===== config.mk =====
export PLATFORM = sky130hd
export DESIGN_NAME = poly_voice_engine_flat
export DESIGN_NICKNAME = d
export VERILOG_FILES = /design/src/rtl/synth_pkg.sv /design/src/rtl/poly_voice_engine_if.sv /design/src/rtl/adsr_step.sv /design/src/rtl/poly_voice_engine.sv /design/src/flat_wrapper.sv
export SDC_FILE = /design/constraint.sdc
export NUM_CORES = 2
export LEC_CHECK = 0
export BUFFER_PORTS_ARGS = -buffer_cell sky130_fd_sc_hd__buf_2
export CAP_MARGIN = 10
export CELL_PAD_IN_SITES_DETAIL_PLACEMENT = 0
export CELL_PAD_IN_SITES_GLOBAL_PLACEMENT = 1
export CORE_ASPECT_RATIO = 1.1
export CORE_MARGIN = 8
export CORE_UTILIZATION = 33
export CTS_BUF_LIST = sky130_fd_sc_hd__clkbuf_8 sky130_fd_sc_hd__clkbuf_16
export CTS_CLUSTER_DIAMETER = 80
export DETAILED_ROUTE_END_ITERATION = 12
export PLACE_DENSITY = 0.53
export SETUP_SLACK_MARGIN = 0.3
export SLEW_MARGIN = 20
export SYNTH_ARGS = -nofsm -noshare
export SYNTH_HDL_FRONTEND = slang
export SYNTH_SLANG_ARGS = --single-unit

===== constraint.sdc =====
create_clock -name i_clk -period 9.5 [get_ports i_clk]
set_clock_uncertainty 0.15 [all_clocks]
set_input_delay 1.9 -clock i_clk [delete_from_list [all_inputs] [get_ports i_clk]]
set_output_delay 1.9 -clock i_clk [all_outputs]
set_load 0.01 [all_outputs]

===== src/rtl/synth_pkg.sv =====
// Shared types, configuration register map and helpers for the polyphonic voice engine.
package synth_pkg;

  // Per-voice envelope generator state.
  typedef enum logic [2:0] {
    ENV_IDLE,
    ATTACK,
    DECAY,
    SUSTAIN,
    RELEASE
  } env_state_t;

  // Oscillator waveform selection (low two bits of the shape register).
  typedef enum logic [1:0] {
    SAW,
    SQUARE,
    TRI,
    SILENT
  } shape_t;

  // Sample sweep sequencer states.
  typedef enum logic [1:0] {
    SW_IDLE,
    SW_SWEEP,
    SW_DRAIN
  } sweep_state_t;

  // Configuration register map (cfg_addr).
  localparam logic [2:0] CFG_FREQ  = 3'd0;
  localparam logic [2:0] CFG_AMP   = 3'd1;
  localparam logic [2:0] CFG_SHAPE = 3'd2;
  localparam logic [2:0] CFG_A     = 3'd3;
  localparam logic [2:0] CFG_D     = 3'd4;
  localparam logic [2:0] CFG_S     = 3'd5;
  localparam logic [2:0] CFG_R     = 3'd6;

  // Clamp a wide signed mix value into the signed 16-bit sample range.
  function automatic logic signed [15:0] sat_s16(input logic signed [31:0] i_x);
    if (i_x > 32'sd32767) begin
      return 16'sh7FFF;
    end else if (i_x < -32'sd32768) begin
      return 16'sh8000;
    end else begin
      return i_x[15:0];
    end
  endfunction

endpackage


===== src/rtl/poly_voice_engine_if.sv =====
// Control/config/sample bus of the voice engine: the controller drives ticks,
// gates and register writes, the engine returns the mixed sample and status.
interface poly_voice_engine_if #(
  parameter int NUM_VOICES = 8,
  parameter int PHASE_W    = 24,
  parameter int OUT_W      = 16
);
  localparam int VW = $clog2(NUM_VOICES);

  logic                    sample_tick;
  logic [NUM_VOICES-1:0]   key_on;
  logic                    cfg_we;
  logic [VW-1:0]           cfg_voice;
  logic [2:0]              cfg_addr;
  logic [PHASE_W-1:0]      cfg_data;
  logic signed [OUT_W-1:0] out;
  logic                    out_valid;
  logic                    busy;
  logic                    overrun;

  modport master (
    output sample_tick, key_on, cfg_we, cfg_voice, cfg_addr, cfg_data,
    input  out, out_valid, busy, overrun
  );

  modport slave (
    input  sample_tick, key_on, cfg_we, cfg_voice, cfg_addr, cfg_data,
    output out, out_valid, busy, overrun
  );

endinterface


===== src/rtl/adsr_step.sv =====
// One combinational step of a linear ADSR envelope for a single voice slot.
module adsr_step
  import synth_pkg::*;
#(
  parameter int W = 16
) (
  input  env_state_t     i_state,
  input  logic [W-1:0]   i_env,
  input  logic           i_gate_rise,
  input  logic           i_gate,
  input  logic [W-1:0]   i_a,
  input  logic [W-1:0]   i_d,
  input  logic [W-1:0]   i_s,
  input  logic [W-1:0]   i_r,
  output env_state_t     o_state,
  output logic [W-1:0]   o_env
);

  env_state_t   w_eff;
  logic [W:0]   w_up;
  logic [W:0]   w_dn_d;
  logic [W:0]   w_dn_r;

  // One extra bit catches attack overflow and decay/release underflow.
  assign w_up   = {1'b0, i_env} + {1'b0, i_a};
  assign w_dn_d = {1'b0, i_env} - {1'b0, i_d};
  assign w_dn_r = {1'b0, i_env} - {1'b0, i_r};

  // Gate events override the stored state before the rate step is applied.
  always_comb begin
    if (i_gate_rise) begin
      w_eff = ATTACK;
    end else if (!i_gate && (i_state == ATTACK || i_state == DECAY || i_state == SUSTAIN)) begin
      w_eff = RELEASE;
    end else begin
      w_eff = i_state;
    end
  end

  // Rate step; a zero rate holds both the level and the state.
  always_comb begin
    // NOTE: defaults first so every path assigns every output and no latch is inferred.
    o_state = w_eff;
    o_env   = i_env;
    case (w_eff)
      ATTACK: begin
        if (i_a != '0) begin
          if (w_up >= {1'b0, {W{1'b1}}}) begin
            o_env   = '1;
            o_state = DECAY;
          end else begin
            o_env = w_up[W-1:0];
          end
        end
      end
      DECAY: begin
        if (i_d != '0) begin
          if (w_dn_d[W] || (w_dn_d[W-1:0] <= i_s)) begin
            o_env   = i_s;
            o_state = SUSTAIN;
          end else begin
            o_env = w_dn_d[W-1:0];
          end
        end
      end
      SUSTAIN: begin
        o_env = i_s;
      end
      RELEASE: begin
        if (i_r != '0) begin
          if (w_dn_r[W] || (w_dn_r[W-1:0] == '0)) begin
            o_env   = '0;
            o_state = ENV_IDLE;
          end else begin
            o_env = w_dn_r[W-1:0];
          end
        end
      end
      default: begin
        o_env   = '0;
        o_state = ENV_IDLE;
      end
    endcase
  end

endmodule


===== src/rtl/poly_voice_engine.sv =====
// Time-multiplexed polyphonic synthesis core: one shared 3-stage datapath sweeps
// all voices per sample tick and mixes them with saturation into one sample.
module poly_voice_engine
  import synth_pkg::*;
#(
  parameter int NUM_VOICES = 8,
  parameter int PHASE_W    = 24,
  parameter int OUT_W      = 16
) (
  input  logic                  i_clk,
  input  logic                  i_reset_n,
  poly_voice_engine_if.slave    bus
);

  localparam int              VW        = $clog2(NUM_VOICES);
  localparam int              ACC_W     = OUT_W + VW;
  localparam logic [VW-1:0]   LAST_SLOT = VW'(NUM_VOICES - 1);

  // Per-voice configuration
  logic [PHASE_W-1:0]  r_freq  [NUM_VOICES];
  logic [OUT_W-1:0]    r_amp   [NUM_VOICES];
  shape_t              r_shape [NUM_VOICES];
  logic [OUT_W-1:0]    r_a     [NUM_VOICES];
  logic [OUT_W-1:0]    r_d     [NUM_VOICES];
  logic [OUT_W-1:0]    r_s     [NUM_VOICES];
  logic [OUT_W-1:0]    r_r     [NUM_VOICES];

  // Per-voice running state
  logic [PHASE_W-1:0]  r_phase  [NUM_VOICES];
  logic [OUT_W-1:0]    r_env    [NUM_VOICES];
  env_state_t          r_env_st [NUM_VOICES];
  logic [NUM_VOICES-1:0] r_key_prev;

  // Sweep sequencer
  sweep_state_t   r_state, w_state_next;
  logic [VW-1:0]  r_slot;
  logic [1:0]     r_drain;
  logic           w_start;
  logic           w_s1_active;
  logic           r_overrun;

  // Stage 1 signals and pipeline registers
  logic [PHASE_W-1:0]      w_phase_new;
  logic [15:0]             w_p;
  logic [14:0]             w_tri_t;
  logic signed [OUT_W-1:0] w_wave;
  logic                    w_gate;
  logic                    w_rise;
  env_state_t              w_env_st_next;
  logic [OUT_W-1:0]        w_env_next;
  logic                    r_s1_valid, r_s1_last;
  logic signed [OUT_W-1:0] r_s1_wave;
  logic [OUT_W-1:0]        r_s1_env;
  logic [OUT_W-1:0]        r_s1_amp;

  // Stage 2/3 signals and registers
  logic signed [2*OUT_W:0] w_prod1, w_prod2;
  logic signed [OUT_W-1:0] w_m1, w_m2;
  logic                    r_s2_valid, r_s2_last;
  logic signed [OUT_W-1:0] r_s2_m1;
  logic [OUT_W-1:0]        r_s2_amp;
  logic signed [ACC_W-1:0] r_acc, w_acc_sum;
  logic signed [OUT_W-1:0] r_out;
  logic                    r_out_valid;

  // Sweep state, slot counter and drain counter.
  always_ff @(posedge i_clk or negedge i_reset_n) begin
    // NOTE: sequential state uses non-blocking assignments so every flop samples pre-edge values.
    if (!i_reset_n) begin
      r_state <= SW_IDLE;
      r_slot  <= '0;
      r_drain <= '0;
    end else begin
      r_state <= w_state_next;
      r_slot  <= w_s1_active ? r_slot + 1'b1 : '0;
      r_drain <= (r_state == SW_DRAIN) ? r_drain + 2'd1 : 2'd0;
    end
  end

  // Next state: tick starts a sweep, one slot per cycle, then three drain cycles.
  always_comb begin
    w_state_next = r_state;
    w_start      = 1'b0;
    w_s1_active  = 1'b0;
    case (r_state)
      SW_IDLE: begin
        if (bus.sample_tick) begin
          w_state_next = SW_SWEEP;
          w_start      = 1'b1;
        end
      end
      SW_SWEEP: begin
        w_s1_active = 1'b1;
        if (r_slot == LAST_SLOT) w_state_next = SW_DRAIN;
      end
      SW_DRAIN: begin
        if (r_drain == 2'd2) w_state_next = SW_IDLE;
      end
      default: w_state_next = SW_IDLE;
    endcase
  end

  // Sticky overrun: any tick that arrives outside IDLE is dropped and flagged.
  always_ff @(posedge i_clk or negedge i_reset_n) begin
    if (!i_reset_n) begin
      r_overrun <= 1'b0;
    end else if (bus.sample_tick && (r_state != SW_IDLE)) begin
      r_overrun <= 1'b1;
    end
  end

  // Configuration register writes from the host.
  always_ff @(posedge i_clk or negedge i_reset_n) begin
    // NOTE: these arrays are reset because a voice must start silent; that keeps them in flops, not RAM.
    if (!i_reset_n) begin
      for (int i = 0; i < NUM_VOICES; i++) begin
        r_freq[i]  <= '0;
        r_amp[i]   <= '0;
        r_shape[i] <= SAW;
        r_a[i]     <= '0;
        r_d[i]     <= '0;
        r_s[i]     <= '0;
        r_r[i]     <= '0;
      end
    end else if (bus.cfg_we) begin
      case (bus.cfg_addr)
        CFG_FREQ:  r_freq[bus.cfg_voice]  <= bus.cfg_data;
        CFG_AMP:   r_amp[bus.cfg_voice]   <= bus.cfg_data[OUT_W-1:0];
        CFG_SHAPE: r_shape[bus.cfg_voice] <= shape_t'(bus.cfg_data[1:0]);
        CFG_A:     r_a[bus.cfg_voice]     <= bus.cfg_data[OUT_W-1:0];
        CFG_D:     r_d[bus.cfg_voice]     <= bus.cfg_data[OUT_W-1:0];
        CFG_S:     r_s[bus.cfg_voice]     <= bus.cfg_data[OUT_W-1:0];
        CFG_R:     r_r[bus.cfg_voice]     <= bus.cfg_data[OUT_W-1:0];
        default: ;
      endcase
    end
  end

  // Stage 1: phase advance and waveform lookup from the updated phase.
  assign w_phase_new = r_phase[r_slot] + r_freq[r_slot];
  assign w_p         = w_phase_new[PHASE_W-1 -: 16];
  assign w_tri_t     = w_p[15] ? ~w_p[14:0] : w_p[14:0];
  assign w_gate      = bus.key_on[r_slot];
  assign w_rise      = w_gate & ~r_key_prev[r_slot];

  // Waveform generator for the voice in stage 1.
  always_comb begin
    w_wave = '0;
    case (r_shape[r_slot])
      SAW:     w_wave = {~w_p[15], w_p[14:0]};
      SQUARE:  w_wave = w_p[15] ? 16'sh8000 : 16'sh7FFF;
      TRI:     w_wave = {w_tri_t, 1'b0} ^ 16'h8000;
      default: w_wave = '0;
    endcase
  end

  adsr_step #(.W(OUT_W)) u_adsr (
    .i_state     (r_env_st[r_slot]),
    .i_env       (r_env[r_slot]),
    .i_gate_rise (w_rise),
    .i_gate      (w_gate),
    .i_a         (r_a[r_slot]),
    .i_d         (r_d[r_slot]),
    .i_s         (r_s[r_slot]),
    .i_r         (r_r[r_slot]),
    .o_state     (w_env_st_next),
    .o_env       (w_env_next)
  );

  // Stage 1 writeback of phase, envelope and gate history for the active slot.
  always_ff @(posedge i_clk or negedge i_reset_n) begin
    if (!i_reset_n) begin
      for (int i = 0; i < NUM_VOICES; i++) begin
        r_phase[i]  <= '0;
        r_env[i]    <= '0;
        r_env_st[i] <= ENV_IDLE;
      end
      r_key_prev <= '0;
    end else if (w_s1_active) begin
      r_phase[r_slot]    <= w_phase_new;
      r_env[r_slot]      <= w_env_next;
      r_env_st[r_slot]   <= w_env_st_next;
      r_key_prev[r_slot] <= w_gate;
    end
  end

  // Stage 2/3 arithmetic: signed wave times unsigned env/amp, floor-shifted by 16.
  assign w_prod1   = $signed(r_s1_wave) * $signed({1'b0, r_s1_env});
  assign w_m1      = OUT_W'(w_prod1 >>> OUT_W);
  assign w_prod2   = $signed(r_s2_m1) * $signed({1'b0, r_s2_amp});
  assign w_m2      = OUT_W'(w_prod2 >>> OUT_W);
  assign w_acc_sum = r_acc + {{VW{w_m2[OUT_W-1]}}, w_m2};

  // Pipeline registers between stages; amp travels with the voice it was read for.
  always_ff @(posedge i_clk or negedge i_reset_n) begin
    if (!i_reset_n) begin
      r_s1_valid <= 1'b0;
      r_s1_last  <= 1'b0;
      r_s1_wave  <= '0;
      r_s1_env   <= '0;
      r_s1_amp   <= '0;
      r_s2_valid <= 1'b0;
      r_s2_last  <= 1'b0;
      r_s2_m1    <= '0;
      r_s2_amp   <= '0;
    end else begin
      r_s1_valid <= w_s1_active;
      r_s1_last  <= w_s1_active && (r_slot == LAST_SLOT);
      r_s1_wave  <= w_wave;
      r_s1_env   <= w_env_next;
      r_s1_amp   <= r_amp[r_slot];
      r_s2_valid <= r_s1_valid;
      r_s2_last  <= r_s1_last;
      r_s2_m1    <= w_m1;
      r_s2_amp   <= r_s1_amp;
    end
  end

  // Stage 3 mix accumulator and saturated output sample.
  always_ff @(posedge i_clk or negedge i_reset_n) begin
    if (!i_reset_n) begin
      r_acc       <= '0;
      r_out       <= '0;
      r_out_valid <= 1'b0;
    end else begin
      r_out_valid <= 1'b0;
      if (w_start) begin
        r_acc <= '0;
      end else if (r_s2_valid) begin
        r_acc <= w_acc_sum;
      end
      if (r_s2_valid && r_s2_last) begin
        r_out       <= sat_s16(32'(w_acc_sum));
        r_out_valid <= 1'b1;
      end
    end
  end

  assign bus.out       = r_out;
  assign bus.out_valid = r_out_valid;
  assign bus.busy      = (r_state != SW_IDLE);
  assign bus.overrun   = r_overrun;

endmodule


===== src/flat_wrapper.sv =====
// flat-port wrapper written by rule: the top's interface ports become plain ports
module poly_voice_engine_flat import synth_pkg::*;
#(
  parameter int NUM_VOICES = 8,
  parameter int PHASE_W    = 24,
  parameter int OUT_W      = 16
)
  (i_clk, i_reset_n, bus_sample_tick, bus_key_on, bus_cfg_we, bus_cfg_voice, bus_cfg_addr, bus_cfg_data, bus_out, bus_out_valid, bus_busy, bus_overrun);
  poly_voice_engine_if #(.NUM_VOICES(NUM_VOICES), .PHASE_W(PHASE_W), .OUT_W(OUT_W)) bus_i ();
  input  logic i_clk;
  input  logic i_reset_n;
  input wire logic [$bits(bus_i.sample_tick)-1:0] bus_sample_tick;
  input wire logic [$bits(bus_i.key_on)-1:0] bus_key_on;
  input wire logic [$bits(bus_i.cfg_we)-1:0] bus_cfg_we;
  input wire logic [$bits(bus_i.cfg_voice)-1:0] bus_cfg_voice;
  input wire logic [$bits(bus_i.cfg_addr)-1:0] bus_cfg_addr;
  input wire logic [$bits(bus_i.cfg_data)-1:0] bus_cfg_data;
  output wire logic [$bits(bus_i.out)-1:0] bus_out;
  output wire logic [$bits(bus_i.out_valid)-1:0] bus_out_valid;
  output wire logic [$bits(bus_i.busy)-1:0] bus_busy;
  output wire logic [$bits(bus_i.overrun)-1:0] bus_overrun;
  assign bus_i.sample_tick = bus_sample_tick;
  assign bus_i.key_on = bus_key_on;
  assign bus_i.cfg_we = bus_cfg_we;
  assign bus_i.cfg_voice = bus_cfg_voice;
  assign bus_i.cfg_addr = bus_cfg_addr;
  assign bus_i.cfg_data = bus_cfg_data;
  assign bus_out = bus_i.out;
  assign bus_out_valid = bus_i.out_valid;
  assign bus_busy = bus_i.busy;
  assign bus_overrun = bus_i.overrun;
  poly_voice_engine #(.NUM_VOICES(NUM_VOICES), .PHASE_W(PHASE_W), .OUT_W(OUT_W)) u_core (.i_clk(i_clk), .i_reset_n(i_reset_n), .bus(bus_i));
endmodule

==> flow_metrics.tcl <==
set metrics [dict create \
    viasPerCell 5.10 \
    setup_viol 0 \
    fp.dieArea_um2 258000 \
    rows 189 \
    cts_buffers 155 \
    routed_wl_mm 218 \
    slowest_stage "fa_1" \
    nNetsFinal 7103 \
    drv_cap 0 \
    portBuffers 60 \
    grt_use_total_pct 16.9 \
    first_global_vias 53200 \
    busiest_layer "met2" \
    grt_overflow 0 \
    r2r-start "u_core.r_s2_amp[11]$_DFF_PN0_" \
    rrSetupSlack_ns 0.80 \
    grt_util_met1_pct 22.5 \
    fin_crit_ns 8.70 \
    cts_tree "yes" \
    clock-sinks 1328 \
    final_cells 9604 \
    cp_data_arrival_time_ns 9.24 \
    clock_path_buffers 3 \
    critPathLaunchType "flip-flop" \
    io_pins 61 \
    die_h_um 531 \
    path_buf_inv 7 \
    root_buffer "clkbuf_16" \
    clk_pin_slew_worst_paths_ns 0.06 \
    die_x_um 485 \
    grt_pass1_wl_mm 339 \
    most-common-layout-cells "1306 x dfrtp_1, 1113 x mux2_2, 569 x inv_1" \
    worstMarginPinSlew_ns 1.11 \
    synth_nets 7128 \
    synth-main-ff-cell "dfrtp_1" \
    dpl.cell_count 9318 \
    synthCells 6359 \
    avgSynthCellArea_um2 12.5 \
    hold_violations 0 \
    rsz0062_at_grt "false" \
    drt_drc_violations_left 0 \
    cts_max_level 4 \
    period_share_pct 91.6 \
    status "finished, final reports clean" \
    antenna_left 0 \
    first_pass_iters 5 \
    syn2layout_area_growth_pct 11.6 \
    drive_gt1_share_pct 30.1 \
    synth_seq_cells 1328 \
    maxSlewViolCount 0 \
    cp_num_cells 35 \
    clk_latency_ns 0.81 \
    max_clock_freq_mhz 115 \
    dp_slack_ns 0.407 \
    dr.first_iter.drc_count 2628 \
    grt_antenna_before_repair 11 \
    relSlewSlack_pct 25.7 \
    fin_util_pct 37.0 \
    tns_ns 0 \
    place.gp.congestion 0.831 \
    synth_edf_count 0 \
    final_common_cell "dfrtp_1" \
    r2r_cells 35 \
    required_ns 10.04 \
    dp_hpwl_mm 146 \
    start_util_pct 33.1 \
    wire_per_inst_um 22.7 \
    synthArstFlopShare_pct 100 \
    ys_seq_area_share_pct 41.7 \
    worstSetupEndpoint "u_core.bus.out[12]$_DFFE_PN0P_" \
    use_met3_pct 2.09 \
    core_area_um2 241000 \
    path_common_cell "fa_1" \
    grtUsageMet2_pct 29.6 \
    synth.distinct_cells 86 \
    worstHoldPathType "flip-flop to flip-flop" \
    slowest_delay_ns 0.53 \
    critPathTopFamily "adder cells" \
    worstPathMaxFanout 13 \
    yosysWarnings 0 \
    setup_ws_ns 0.799 \
    grt_max_degree 192 \
    crit_path_end_kind "flip-flop" \
    worst-setup-path-type "flip-flop to flip-flop" \
    netlist_area_um2 79700 \
    vias 49000 \
    startpoint "u_core.r_s2_amp[11]$_DFF_PN0_" \
    reg2reg_to "u_core.bus.out[12]$_DFFE_PN0P_" \
]
-- per-stage QoR --
step | area, um2 | hold slack [ns]
floorplan | 79700 | 0.181
global placement | 83600 | 0.184
detailed placement | 83700 | 0.186
CTS | 88800 | 0.202
global route | 89000 | 0.204
finish | 89000 | 0.196
-- cells by family after synthesis --
logic type	after synthesis	share of synthesized area [%]
multiplexers	1523	25.6
AO/OA/AOI/OAI	607	5.08
adder cells (fa/ha/maj)	727	15.1
buffers and inverters	907	4.43
AND/OR/NAND/NOR	1154	6.82
XOR/XNOR	113	1.24
flip-flops	1328	41.7
-- layout make-up --
type	instances	area, um2
repair buffers	191	1480
inverters	533	2000
fillers	23400	152000
diodes	4	10.0
multi-input cells	4125	43100
clock buffers	188	4360
clock inverters	84	781
flip-flops and latches	1328	33300
well taps	3151	3940
-- how the worst min path moves through the flow --
stage	from	to	slack, ns	cells after the start
after global routing	u_core.r_s1_amp[13]$_DFF_PN0_	u_core.r_s2_amp[13]$_DFF_PN0_	0.20	0
after detailed placement	u_core.r_s1_valid$_DFF_PN0_	u_core.r_s2_valid$_DFF_PN0_	0.19	0
after global placement	u_core.r_s1_valid$_DFF_PN0_	u_core.r_s2_valid$_DFF_PN0_	0.18	0
after floorplan	u_core.r_s1_amp[0]$_DFF_PN0_	u_core.r_s2_amp[0]$_DFF_PN0_	0.18	0
after CTS	u_core.r_s1_valid$_DFF_PN0_	u_core.r_s2_valid$_DFF_PN0_	0.20	0
final	u_core.r_s1_last$_DFF_PN0_	u_core.r_s2_last$_DFF_PN0_	0.20	0
-- synth_stat cells, types with 6 or more instances --
master / count / area, um2
buf_2: 35 / 175
a21oi_1: 85 / 425
nor3b_1: 6 / 45.0
nand4_1: 25 / 156
a21o_1: 41 / 308
o22ai_1: 23 / 144
inv_1: 530 / 1990
o211ai_1: 10 / 75.1
o21bai_1: 12 / 90.1
and3_1: 17 / 106
nand3b_1: 9 / 67.6
nor2b_1: 24 / 150
xnor2_1: 72 / 631
a31oi_1: 13 / 81.3
and2_1: 217 / 1360
buf_6: 7 / 78.8
ha_1: 336 / 4200
a211oi_2: 7 / 87.6
nor4_1: 20 / 125
buf_1: 19 / 71.3
a22o_1: 15 / 131
o31ai_1: 9 / 67.6
nor2_1: 170 / 638
mux4_2: 301 / 6780
o21ai_0: 239 / 1200
nand2b_1: 43 / 269
nand3_1: 34 / 170
a221o_1: 14 / 140
o21a_1: 30 / 225
buf_4: 9 / 67.6
or3_1: 6 / 37.5
o41ai_1: 6 / 52.6
mux2_2: 1113 / 12500
o311ai_0: 6 / 52.6
mux2i_1: 82 / 821
xor2_1: 41 / 359
mux2_1: 27 / 304
dfrtp_1: 1328 / 33200
nand2_1: 528 / 1980
fa_1: 391 / 7830
o21ai_4: 10 / 163
nor3_1: 36 / 180
a211oi_1: 21 / 158
clkbuf_1: 304 / 1140
-- layer usage --
layer / up-vias / part of all wire [%]
met5: - / 0.0060
met4: 2 / 2.1
met3: 253 / 2.6
met2: 623 / 50
met1: 26100 / 45
li1: 22100 / -
-- flip-flops by register name (all words and copies together), names as in the netlist, 16 cells and up --
register	count
u_core.bus.out	16
u_core.r_a	128
u_core.r_acc	19
u_core.r_amp	128
u_core.r_d	128
u_core.r_env	128
u_core.r_env_st	24
u_core.r_freq	192
u_core.r_phase	192
u_core.r_r	128
u_core.r_s	128
u_core.r_s1_amp	16
u_core.r_s1_env	16
u_core.r_s1_wave	16
u_core.r_s2_amp	16
u_core.r_s2_m1	16
u_core.r_shape	16
-- timing repair --
item,CTS,global route
buffers inserted,0,7
endpoints found under the setup margin,0,17
hold buffers,0,0
gates resized for setup,0,27
Power is not shown: default switching activity piles up to over one toggle a cycle in this logic, so the estimate is an artifact.
